[config.mk]
export PLATFORM = sky130hd
export DESIGN_NAME = n1_prog_loader_flat
export DESIGN_NICKNAME = d
export VERILOG_FILES = /design/src/rtl/n1_pkg.sv /design/src/rtl/n1_prog_loader_if.sv /design/src/rtl/n1_prog_loader.sv /design/src/flat_wrapper.sv
export SDC_FILE = /design/constraint.sdc
export NUM_CORES = 1
export LEC_CHECK = 0
export BUFFER_PORTS_ARGS = -buffer_cell sky130_fd_sc_hd__buf_2
export CORE_MARGIN = 2
export CORE_UTILIZATION = 41
export CTS_BUF_LIST = sky130_fd_sc_hd__clkbuf_2 sky130_fd_sc_hd__clkbuf_4 sky130_fd_sc_hd__clkbuf_8
export CTS_CLUSTER_SIZE = 24
export DETAILED_ROUTE_END_ITERATION = 8
export PLACE_DENSITY = 0.63
export REMOVE_ABC_BUFFERS = 1
export SYNTH_ARGS = -nofsm -noshare
export SYNTH_HDL_FRONTEND = slang
export SYNTH_SLANG_ARGS = --single-unit
[constraint.sdc]
create_clock -name clk -period 4.4 [get_ports clk]
set_input_delay 0.88 -clock clk [delete_from_list [all_inputs] [get_ports clk]]
set_output_delay 0.88 -clock clk [all_outputs]
set_load 0.02 [all_outputs]
[src/rtl/n1_pkg.sv]
// n1_pkg: shared constants and loader state encoding for the n1 core front end.
package n1_pkg;
    localparam int ADDR_W = 8;
    localparam int DATA_W = 16;
    localparam logic [7:0] HDR_BYTE = 8'hA5;
    typedef enum logic [2:0] {IDLE, COUNT, HI, LO, CKSUM, DONE, ERR} state_e;
endpackage

[src/rtl/n1_prog_loader_if.sv]
// n1_prog_loader_if: byte stream into the loader and program RAM write port out of it.
interface n1_prog_loader_if;
    logic [7:0] in_data;
    logic in_valid;
    logic in_ready;
    logic wr_en;
    logic [n1_pkg::ADDR_W-1:0] wr_addr;
    logic [n1_pkg::DATA_W-1:0] wr_data;
    modport master (output in_data, in_valid, input in_ready, wr_en, wr_addr, wr_data);
    modport slave (input in_data, in_valid, output in_ready, wr_en, wr_addr, wr_data);
endinterface

[src/rtl/n1_prog_loader.sv]
// n1_prog_loader: assembles framed bytes into 16-bit words, writes them from address 0, then releases the core.
// Build option N1_LOADER_CKSUM_EN adds a trailing checksum byte and the CKSUM/ERR states.
module n1_prog_loader
    import n1_pkg::*;
(
    input  logic             clk,
    input  logic             rst_n,
    n1_prog_loader_if.slave  bus,
    input  logic             start,
    output logic             core_run,
    output logic             busy,
    output logic             err,
    output logic [ADDR_W:0]  load_cnt
);
`ifdef N1_LOADER_CKSUM_EN
    localparam state_e LAST = CKSUM;
    logic [7:0] acc_q, acc_d;
    logic err_q;
`else
    localparam state_e LAST = DONE;
`endif
    state_e state_q, state_d;
    logic [7:0] hi_q, hi_d, b;
    logic [ADDR_W-1:0] addr_q, addr_d, wr_addr_q, wr_addr_d;
    logic [ADDR_W:0] left_q, left_d, cnt_q, cnt_d;
    logic [DATA_W-1:0] wr_data_q, wr_data_d;
    logic wr_en_q, wr_en_d, in_ready_q, core_run_q, busy_q, xfer;
    assign b = bus.in_data;
    // a byte arriving together with start is dropped
    assign xfer = bus.in_valid & in_ready_q & ~start;
    always_comb begin
        state_d = state_q;
        hi_d = hi_q;
        addr_d = addr_q;
        left_d = left_q;
        cnt_d = cnt_q;
        wr_en_d = 1'b0;
        wr_addr_d = wr_addr_q;
        wr_data_d = wr_data_q;
        if (start) begin
            state_d = IDLE;
            addr_d = '0;
            cnt_d = '0;
        end else if (xfer) begin
            case (state_q)
                IDLE: state_d = (b == HDR_BYTE) ? COUNT : IDLE;
                COUNT: begin
                    left_d = {b == 8'd0, b};
                    state_d = HI;
                end
                HI: begin
                    hi_d = b;
                    state_d = LO;
                end
                LO: begin
                    wr_en_d = 1'b1;
                    wr_data_d = {hi_q, b};
                    wr_addr_d = addr_q;
                    addr_d = addr_q + 1'b1;
                    cnt_d = cnt_q + 1'b1;
                    left_d = left_q - 1'b1;
                    state_d = (left_q == (ADDR_W+1)'(1)) ? LAST : HI;
                end
`ifdef N1_LOADER_CKSUM_EN
                CKSUM: state_d = (8'(acc_q + b) == 8'd0) ? DONE : ERR;
`endif
                default: ;
            endcase
        end
    end
`ifdef N1_LOADER_CKSUM_EN
    always_comb acc_d = !xfer ? acc_q : (state_q == COUNT) ? b : 8'(acc_q + b);
    assign err = err_q;
`else
    assign err = 1'b0;
`endif
    always_ff @(posedge clk or negedge rst_n) begin
        if (!rst_n) begin
            state_q <= IDLE;
            hi_q <= '0;
            addr_q <= '0;
            left_q <= '0;
            cnt_q <= '0;
            wr_en_q <= 1'b0;
            wr_addr_q <= '0;
            wr_data_q <= '0;
            in_ready_q <= 1'b1;
            busy_q <= 1'b0;
            core_run_q <= 1'b0;
`ifdef N1_LOADER_CKSUM_EN
            acc_q <= '0;
            err_q <= 1'b0;
`endif
        end else begin
            state_q <= state_d;
            hi_q <= hi_d;
            addr_q <= addr_d;
            left_q <= left_d;
            cnt_q <= cnt_d;
            wr_en_q <= wr_en_d;
            wr_addr_q <= wr_addr_d;
            wr_data_q <= wr_data_d;
            in_ready_q <= !(state_d inside {DONE, ERR});
            busy_q <= state_d inside {COUNT, HI, LO, CKSUM};
            core_run_q <= state_d == DONE;
`ifdef N1_LOADER_CKSUM_EN
            acc_q <= acc_d;
            err_q <= state_d == ERR;
`endif
        end
    end
    assign bus.in_ready = in_ready_q;
    assign bus.wr_en = wr_en_q;
    assign bus.wr_addr = wr_addr_q;
    assign bus.wr_data = wr_data_q;
    assign core_run = core_run_q;
    assign busy = busy_q;
    assign load_cnt = cnt_q;
endmodule

[src/flat_wrapper.sv]
// flat-port wrapper written by rule: the top's interface ports become plain ports
module n1_prog_loader_flat import n1_pkg::*;
  (clk, rst_n, start, core_run, busy, err, load_cnt, bus_in_data, bus_in_valid, bus_in_ready, bus_wr_en, bus_wr_addr, bus_wr_data);
  n1_prog_loader_if bus_i ();
  input  logic clk;
  input  logic rst_n;
  input  logic start;
  output logic core_run;
  output logic busy;
  output logic err;
  output logic [ADDR_W:0] load_cnt;
  input wire logic [$bits(bus_i.in_data)-1:0] bus_in_data;
  input wire logic [$bits(bus_i.in_valid)-1:0] bus_in_valid;
  output wire logic [$bits(bus_i.in_ready)-1:0] bus_in_ready;
  output wire logic [$bits(bus_i.wr_en)-1:0] bus_wr_en;
  output wire logic [$bits(bus_i.wr_addr)-1:0] bus_wr_addr;
  output wire logic [$bits(bus_i.wr_data)-1:0] bus_wr_data;
  assign bus_i.in_data = bus_in_data;
  assign bus_i.in_valid = bus_in_valid;
  assign bus_in_ready = bus_i.in_ready;
  assign bus_wr_en = bus_i.wr_en;
  assign bus_wr_addr = bus_i.wr_addr;
  assign bus_wr_data = bus_i.wr_data;
  n1_prog_loader u_core (.clk(clk), .rst_n(rst_n), .bus(bus_i), .start(start), .core_run(core_run), .busy(busy), .err(err), .load_cnt(load_cnt));
endmodule
==> flow_summary.yaml, run 1 <==
logic_synthesis:
  synth.most_common_cell: "dfrtp_1"
  seq_area_frac_synth_pct: 55.3
  synth_edf_count: 0
  synth_common_cells: "dfrtp_1, mux2_2, nor2_1"
  ys_ff_latch: 65
  yosysTopAreaCellShare_pct: 54.4
  yosysWarnings: 0
  yosysUniqueCellTypes: 42
  avgSynthCellArea_um2: 11.9
  yosysTopAreaCell: "dfrtp_1"
  synthArstFlopShare_pct: 100
  synth_cells: 248
  netlist_area_mm2: 0.00294
  synthTopCellsByArea: "dfrtp_1, mux2_2, xor2_1, nor2_1, o21ai_0"
  synthFlopType: "dfrtp_1"
die:
  ios: 50
  fp.dieH_um: 88.7
  initial_utilization_pct: 42.9
  design.core.area_mm2: 0.00687
  fp-row-count: 30
  die_area_mm2: 0.00787
  die_w_um: 88.7
timing:
  fin_ws_ns: 2.29
  clock_skew_ns: 0.00648
  relSlewSlack_pct: 35.8
  finalCriticalPeriod_ns: 2.11
  finalSetupViolCount: 0
  fmax_mhz: 473
  min_period_over_period_pct: 48.0
  fin_tns_setup_ns: 0
  slew_violations: 0
  hold_viol_final: 0
  rsz0062_at_grt: "false"
  tightest_slew_ns: 0.963
route:
  drc: 0
  totalWireLength_mm: 5.75
  first_iter_violations: 47
  viasPerCell: 5.06
  drtAntennaViolNets: 0
  firstDrtPassIters: 4
  wl_per_cell_um: 14.4
  via_count: 2023
clocking:
  clk_latency_ns: 0.34
  clock_sinks: 65
  clockBufferDepth: 2
  cts_tree: "built"
  htree_levels: 3
  cts_hold_buf: 0
  cts_buffers: 9
  post-cts-setup-buffers: 0
  cts-resized-gates: 0
  cts_root_buffer: "clkbuf_8"
  cts.clk_slew.worst_paths_ns: 0.07
layout:
  final_util_pct: 50.3
  drive_gt1_share_pct: 36.5
  nNetsFinal: 316
  nFillCells: 636
  antenna-diode-count: 0
  register_area_mm2: 0.00163
  multi_input_area_mm2: 0.00124
  syn_to_final_growth_pct: 17.3
global_routing:
  grtUsageTotal_pct: 15.9
  grt_overflow: 0
  antenna_found_initial: 0
  grt_max_degree: 45
  first_global_vias: 2027
  grt_first_pass_wirelength_mm: 9.56
critical_path:
  critPathKind: "in -> reg"
  cp-start-kind: "input port"
  required_ns: 4.66
  critPathCaptureType: "flip-flop"
  cp_max_fo: 22
  worstPathArrival_ns: 2.37
worst_hold_path:
  min_path_type: "reg -> reg"
pwr:
  p_leak_nw: 1.80
  powerDensity_mw_per_mm2: 330
  vdd_drop_max_uv: 167
  p_total_mw: 1.14
placement:
  pre_cts_slack_ns: 1.92
  hpwlAfterDp_mm: 3.93
  port_buffers: 48
  gp_congestion: 0.813
status:
  status: "completed"
job:
  cap_violations: 0
[registers in the layout (all words and copies together) (netlist names)]
register / count
u_core.busy: 1
u_core.bus.in_ready: 1
u_core.left_q: 9
u_core.load_cnt: 9
u_core.state_q: 3
u_core.bus.wr_data: 16
u_core.bus.wr_addr: 8
u_core.bus.wr_en: 1
u_core.core_run: 1
u_core.addr_q: 8
u_core.hi_q: 8
[per-stage QoR]
stage	hold slack (ns)	cells	instance area [µm²]
after floorplan	0.474	239	2890
after global placement	0.488	385	3260
after detailed placement	0.490	385	3260
after CTS	0.508	400	3450
after global routing	0.518	400	3450
final	0.502	400	3450
[final timing paths]
| check | cells past startpoint | from | slack, ns | to |
|---|---|---|---|---|
| max in group asynchronous | 2 | rst_n | 2.81 | u_core.bus.in_ready |
| hold / removal | 1 | u_core.bus.wr_addr[4] | 0.50 | u_core.bus.wr_addr[4] |
| setup / recovery | 6 | start | 2.29 | u_core.bus.in_ready |
| hold reg to reg | 1 | u_core.bus.wr_addr[4] | 0.50 | u_core.bus.wr_addr[4] |
| min in group asynchronous | 1 | rst_n | 0.69 | u_core.load_cnt[6] |
| setup reg to reg | 6 | u_core.state_q[0] | 2.31 | u_core.bus.in_ready |
[cell usage in the layout, fill, tap and decap left out, drive strengths merged, types with 4 or more instances in the layout]
master,count
dfrtp,64
buf,50
mux2,32
nor2,30
o21ai,18
xor2,13
a21oi,13
nand2,12
nand4,12
clkbuf,10
and3,5
inv,4
nor4,4
ha,4
[metal layers]
layer	up-vias	wire, µm	GRT usage, %
li1	984	-	-
met1	986	2780	21.9
met2	44	2640	24.1
met3	9	235	3.17
met4	0	98	7.99
met5	-	0	0
[final cells by class]
class | count | area share [%]
Timing Repair Buffer | 50 | 7.39
Inverter | 4 | 0.435
Clock buffer | 10 | 3.98
Tap cell | 96 | 3.48
Clock inverter | 5 | 1.63
Multi-Input combinational cell | 170 | 36.0
Sequential cell | 65 | 47.1
[cells by family after synthesis]
group,count (synthesis),synth area share (%)
mux,32,12.2
simple gates,81,15.8
compound gates,36,7.57
fa+ha+maj,4,1.70
xor+xnor,16,4.76
flops,65,55.3
other cells,1,0.127
buf+inv,13,2.51
[worst max-delay path, stage by stage]
cell and delay, ns:
buf_2 0.23, nor3_4 0.47, buf_4 0.35, nand4_1 0.19
a21oi_2 0.18, a21oi_1 0.05
[power breakdown]
part	total, mW	internal (mW)	switching, mW
combinational	0.0416	0.0115	0.0301
clock	0.497	0.273	0.224
sequential	0.601	0.599	0.00202
total	1.14	0.884	0.256
No activity file was read; power rests on OpenSTA's default activity.
==> inputs of run 2 (changes only) <==
--- a/config.mk
+++ b/config.mk
@@ -11,7 +11,7 @@
 export CTS_BUF_LIST = sky130_fd_sc_hd__clkbuf_2 sky130_fd_sc_hd__clkbuf_4 sky130_fd_sc_hd__clkbuf_8
 export CTS_CLUSTER_SIZE = 24
 export DETAILED_ROUTE_END_ITERATION = 8
-export PLACE_DENSITY = 0.63
+export PLACE_DENSITY = 0.66
 export REMOVE_ABC_BUFFERS = 1
 export SYNTH_ARGS = -nofsm -noshare
 export SYNTH_HDL_FRONTEND = slang
==> constraint.sdc (replaced) <==
create_clock -name clk -period 1.9 [get_ports clk]
set_input_delay 0.38 -clock clk [delete_from_list [all_inputs] [get_ports clk]]
set_output_delay 0.38 -clock clk [all_outputs]
set_load 0.02 [all_outputs]
==> flow_summary.yaml, run 2 (synthesized netlist as in run 1, its figures left out) <==
status:
  status: "completed"
placement:
  gp_congestion: 0.832
  hpwlAfterDp_mm: 3.91
  port_buffers: 48
  pre_cts_slack_ns: 0.253
pwr:
  combinationalPowerShare_pct: 3.8
  p_switching_mw: 0.623
  p_total_mw: 2.69
  internal-power_mw: 2.06
  powerDensity_mw_per_mm2: 761
  vdd_drop_max_uv: 496
  p_sw_share_pct: 23.2
  p_leak_nw: 1.83
  pwr-share-clk_pct: 44.3
  power_frac_seq_pct: 51.8
critical_path:
  rr_worst_depth: 6
  startpoint: "u_core.bus.in_ready"
  worstPathArrival_ns: 1.90
  cp_max_fo: 26
  worstReg2RegStart: "u_core.bus.in_ready"
  cp_cell_sequence: "nand2_1, nor3_4, buf_12, nand4_1, a21oi_2, a21oi_1"
  slowest_delay_ns: 0.55
  rr_endpoint: "u_core.bus.in_ready"
  critPathKind: "reg -> reg"
  required_ns: 2.16
  r2r_slack_ns: 0.26
  slowest_stage: "dfstp_2"
  cp-start-kind: "flip-flop"
  critPathCaptureType: "flip-flop"
timing:
  hold_viol_final: 0
  clock_skew_ns: 0.00722
  finalSetupViolCount: 0
  slew_violations: 0
  tightest_slew_ns: 0.502
  fmax_mhz: 610
  fin_ws_ns: 0.261
  finalCriticalPeriod_ns: 1.64
  timing.hold.ws_ns: 0.0415
  relSlewSlack_pct: 66.4
  min_period_over_period_pct: 86.2
  rsz0062_at_grt: "false"
route:
  drtAntennaViolNets: 0
  firstDrtPassIters: 4
  first_iter_violations: 78
  totalWireLength_mm: 5.70
  drc: 0
  viasPerCell: 5.08
  via_count: 2062
  wl_per_cell_um: 14.0
clocking:
  cts_hold_buf: 0
  cts-resized-gates: 0
  post-cts-setup-buffers: 0
  clk_latency_ns: 0.34
  cts_root_buffer: "clkbuf_8"
  cts_tree: "built"
  cts.clk_slew.worst_paths_ns: 0.08
  cts_buffers: 9
  clock_sinks: 65
  htree_levels: 3
  clockBufferDepth: 2
layout:
  layout_commonest_cell: "dfrtp_1"
  nNetsFinal: 321
  final_cell_mix: "dfrtp_1, buf_2, mux2_2"
  antenna-diode-count: 0
  drive_gt1_share_pct: 37.7
  final_util_pct: 51.3
  largest_register_ffs: 16
  syn_to_final_growth_pct: 19.8
global_routing:
  first_global_vias: 2035
  grt_overflow: 0
  grtUsageTotal_pct: 16.1
  grt_first_pass_wirelength_mm: 9.69
  antenna_found_initial: 0
  grt_max_degree: 66
die:
  design.core.area_mm2: 0.00687
  die_area_mm2: 0.00787
  fp.dieH_um: 88.7
  initial_utilization_pct: 42.9
  fp-row-count: 30
  die_w_um: 88.7
  ios: 50
job:
  cap_violations: 0
worst_hold_path:
  min_path_type: "in -> async"
[run 2: changes by cell type in the layout (fill, tap and decap cells not counted)]
cell        change
buf_12          +2
inv_6           +1
buf_4           +3
clkinv_4        -1
clkinvlp_4      +2
clkinv_2        -1
[run 2: per-layer routing]
| metal | up-vias | part of all wire (%) | global-route usage (%) |
|---|---|---|---|
| li1 | 990 | - | - |
| met1 | 1009 | 46 | 21.1 |
| met2 | 52 | 47 | 25.8 |
| met3 | 11 | 5.6 | 4.48 |
| met4 | 0 | 1.5 | 5.37 |
| met5 | - | 0 | 0 |
[run 2: area by class of cell]
cell class	count	area [µm²]
clock buffers	10	138
clock inverters	6	66.3
fillers	660	3340
inverters	4	15.0
multi-input cells	170	1240
flip-flops and latches	65	1630
well taps	96	120
repair buffers	55	318
[run 2: power by group through the flow]
| stage | registers (mW) | logic, mW | clock network, mW |
|---|---|---|---|
| floorplan | 1.42 | 0.0350 | 0 |
| global placement | 1.42 | 0.104 | 0 |
| detailed placement | 1.42 | 0.106 | 0 |
| CTS | 1.39 | 0.106 | 1.22 |
| global route | 1.39 | 0.118 | 1.28 |
| finish | 1.39 | 0.103 | 1.19 |
[run 2: worst max path at each step]
stage                                      to  slack, ns  depth (start not counted)
after floorplan           u_core.bus.in_ready      -0.12                          5
after global placement            u_core.busy       0.26                          6
after detailed placement       u_core.hi_q[5]       0.25                          4
after CTS                 u_core.bus.in_ready       0.25                          6
after global routing         u_core.left_q[7]       0.09                          4
final                     u_core.bus.in_ready       0.26                          6
[run 2: stage by stage]
stage | setup TNS [ns] | area [µm²] | std cells
final | 0 | 3530 | 406
after CTS | 0 | 3530 | 406
after detailed placement | 0 | 3320 | 390
after floorplan | -2.44 | 2890 | 239
after global placement | 0 | 3320 | 390
after global routing | 0 | 3530 | 406
[run 2: worst max-delay path, delay by kind of cell (launching register included)]
kind | cells | cell delay (ns)
flip-flops | 1 | 0.55
AO/OA/AOI/OAI | 2 | 0.24
AND/OR/NAND/NOR | 3 | 0.56
buffers and inverters | 1 | 0.21
==> inputs of run 3 (changes only) <==
--- a/config.mk
+++ b/config.mk
@@ -6,7 +6,8 @@
 export NUM_CORES = 1
 export LEC_CHECK = 0
 export BUFFER_PORTS_ARGS = -buffer_cell sky130_fd_sc_hd__buf_2
-export CORE_MARGIN = 2
+export CORE_ASPECT_RATIO = 1.5
+export CORE_MARGIN = 4
 export CORE_UTILIZATION = 41
 export CTS_BUF_LIST = sky130_fd_sc_hd__clkbuf_2 sky130_fd_sc_hd__clkbuf_4 sky130_fd_sc_hd__clkbuf_8
 export CTS_CLUSTER_SIZE = 24
==> flow_summary.yaml, run 3 (synthesized netlist as in run 1, its figures left out) <==
status:
  status: "completed"
clocking:
  cts_buffers: 9
  cts.clk_slew.worst_paths_ns: 0.06
  cts_root_buffer: "clkbuf_8"
  htree_levels: 3
  cts_tree: "built"
  post-cts-setup-buffers: 0
  cts_hold_buf: 0
  clk_latency_ns: 0.34
  clock_sinks: 65
  cts-resized-gates: 0
  clockBufferDepth: 2
die:
  initial_utilization_pct: 42.4
  die_w_um: 77.2
  ios: 50
  die_area_mm2: 0.00863
  fp-row-count: 37
  fp.dieH_um: 112
  design.core.area_mm2: 0.00694
layout:
  drive_gt1_share_pct: 37.7
  syn_to_final_growth_pct: 18.0
  antenna-diode-count: 0
  multi_input_area_mm2: 0.00124
  nNetsFinal: 321
  layout_commonest_cell: "dfrtp_1"
  nFillCells: 645
  final_cell_mix: "dfrtp_1, buf_2, mux2_2"
  fin_cells: 388
  largest_register_ffs: 16
  register_area_mm2: 0.00163
placement:
  place_inst: 372
  port_buffers: 48
  pre_cts_slack_ns: 0.216
  gp_congestion: 0.782
  hpwlAfterDp_mm: 4.04
global_routing:
  first_global_vias: 2187
  grt_overflow: 0
  grt_first_pass_wirelength_mm: 10.2
  antenna_found_initial: 0
  grtUsageTotal_pct: 14.8
  grt_max_degree: 66
pwr:
  internal-power_mw: 2.01
  p_leak_nw: 1.83
  powerDensity_mw_per_mm2: 740
  combinationalPowerShare_pct: 4.1
  power_frac_seq_pct: 54.2
  p_total_mw: 2.57
  p_switching_mw: 0.562
  p_sw_share_pct: 21.8
  pwr-share-clk_pct: 41.7
  vdd_drop_max_uv: 410
timing:
  finalCriticalPeriod_ns: 1.68
  slew_violations: 0
  timing.hold.ws_ns: 0.0426
  min_period_over_period_pct: 88.5
  relSlewSlack_pct: 66.1
  clock_skew_ns: 0.0106
  finalSetupViolCount: 0
  fin_ws_ns: 0.219
  hold_viol_final: 0
  rsz0062_at_grt: "false"
  tightest_slew_ns: 0.507
  fmax_mhz: 595
critical_path:
  slowest_delay_ns: 0.54
  r2r_slack_ns: 0.22
  slowest_stage: "dfstp_2"
  critPathCaptureType: "flip-flop"
  crit_cells: 5
  worstPathArrival_ns: 1.94
  cp_cell_sequence: "nand2_1, nor2_4, a41oi_4, nor2_2, xnor2_1"
  required_ns: 2.16
  startpoint: "u_core.bus.in_ready"
  rr_endpoint: "u_core.busy"
  critPathKind: "reg -> reg"
  rr_worst_depth: 5
  cp-start-kind: "flip-flop"
  worstReg2RegStart: "u_core.bus.in_ready"
  critPathBufInv: 0
  path_delay_family: "simple AND/OR/NAND/NOR gates"
  crit_end: "u_core.busy"
  cp_max_fo: 18
route:
  wl_per_cell_um: 14.5
  drtAntennaViolNets: 0
  first_iter_violations: 64
  viasPerCell: 5.33
  totalWireLength_mm: 5.64
  drc: 0
  via_count: 2068
  firstDrtPassIters: 4
worst_hold_path:
  min_path_type: "in -> async"
job:
  cap_violations: 0
==> run 3: cell count changes in the layout (fill, tap and decap cells not counted), sizes merged <==
cell      delta
bufinv       -1
clkinvlp     -2
inv          -1
clkbuf       +4
==> run 3: area by class of cell <==
cell class / count / share of cell area, %
Sequential cell: 65 / 46.8
Multi-Input combinational cell: 170 / 35.8
Timing Repair Buffer: 55 / 8.79
Clock buffer: 14 / 5.01
Tap cell: 78 / 2.81
Inverter: 4 / 0.432
Clock inverter: 2 / 0.360
==> run 3: layer usage <==
layer  track usage (%)  routed length, µm
met4              6.53                 64
met2              25.6               3020
met5                 0                  0
met1              16.8               2320
met3              4.29                243
==> run 3: worst reg2reg max path, stage by stage (launching register included) <==
cell and delay [ns]:
dfstp_2 0.54, nand2_1 0.15, nor2_4 0.43, a41oi_4 0.21, nor2_2 0.15, xnor2_1 0.12
==> run 3: worst min path at each step <==
| stage | cells past startpoint | end | startpoint |
|---|---|---|---|
| 3_5_place_dp | 2 | u_core.load_cnt[6] | rst_n |
| 3_3_place_gp | 2 | u_core.load_cnt[6] | rst_n |
| 5_1_grt | 2 | u_core.hi_q[7] | rst_n |
| 2_1_floorplan | 0 | u_core.addr_q[0] | rst_n |
| 6_report | 2 | u_core.load_cnt[6] | rst_n |
| 4_1_cts | 2 | u_core.bus.wr_data[5] | rst_n |
==> run 3: metrics by stage <==
| stage | setup TNS, ns | instance area, µm² | util, % |
|---|---|---|---|
| 6_report | 0 | 3470 | 50.0 |
| 5_1_grt | 0 | 3470 | 50.0 |
| 4_1_cts | 0 | 3470 | 50.0 |
| 3_5_place_dp | 0 | 3290 | 47.4 |
| 3_3_place_gp | 0 | 3290 | 47.4 |
| 2_1_floorplan | -2.44 | 2890 | - |
==> run 3: power by group through the flow <==
stage	sequential (mW)	clock (mW)	combinational, mW
2_1_floorplan	1.42	0	0.0350
3_3_place_gp	1.42	0	0.107
3_5_place_dp	1.42	0	0.108
4_1_cts	1.39	1.12	0.108
5_1_grt	1.39	1.19	0.120
6_report	1.39	1.07	0.104
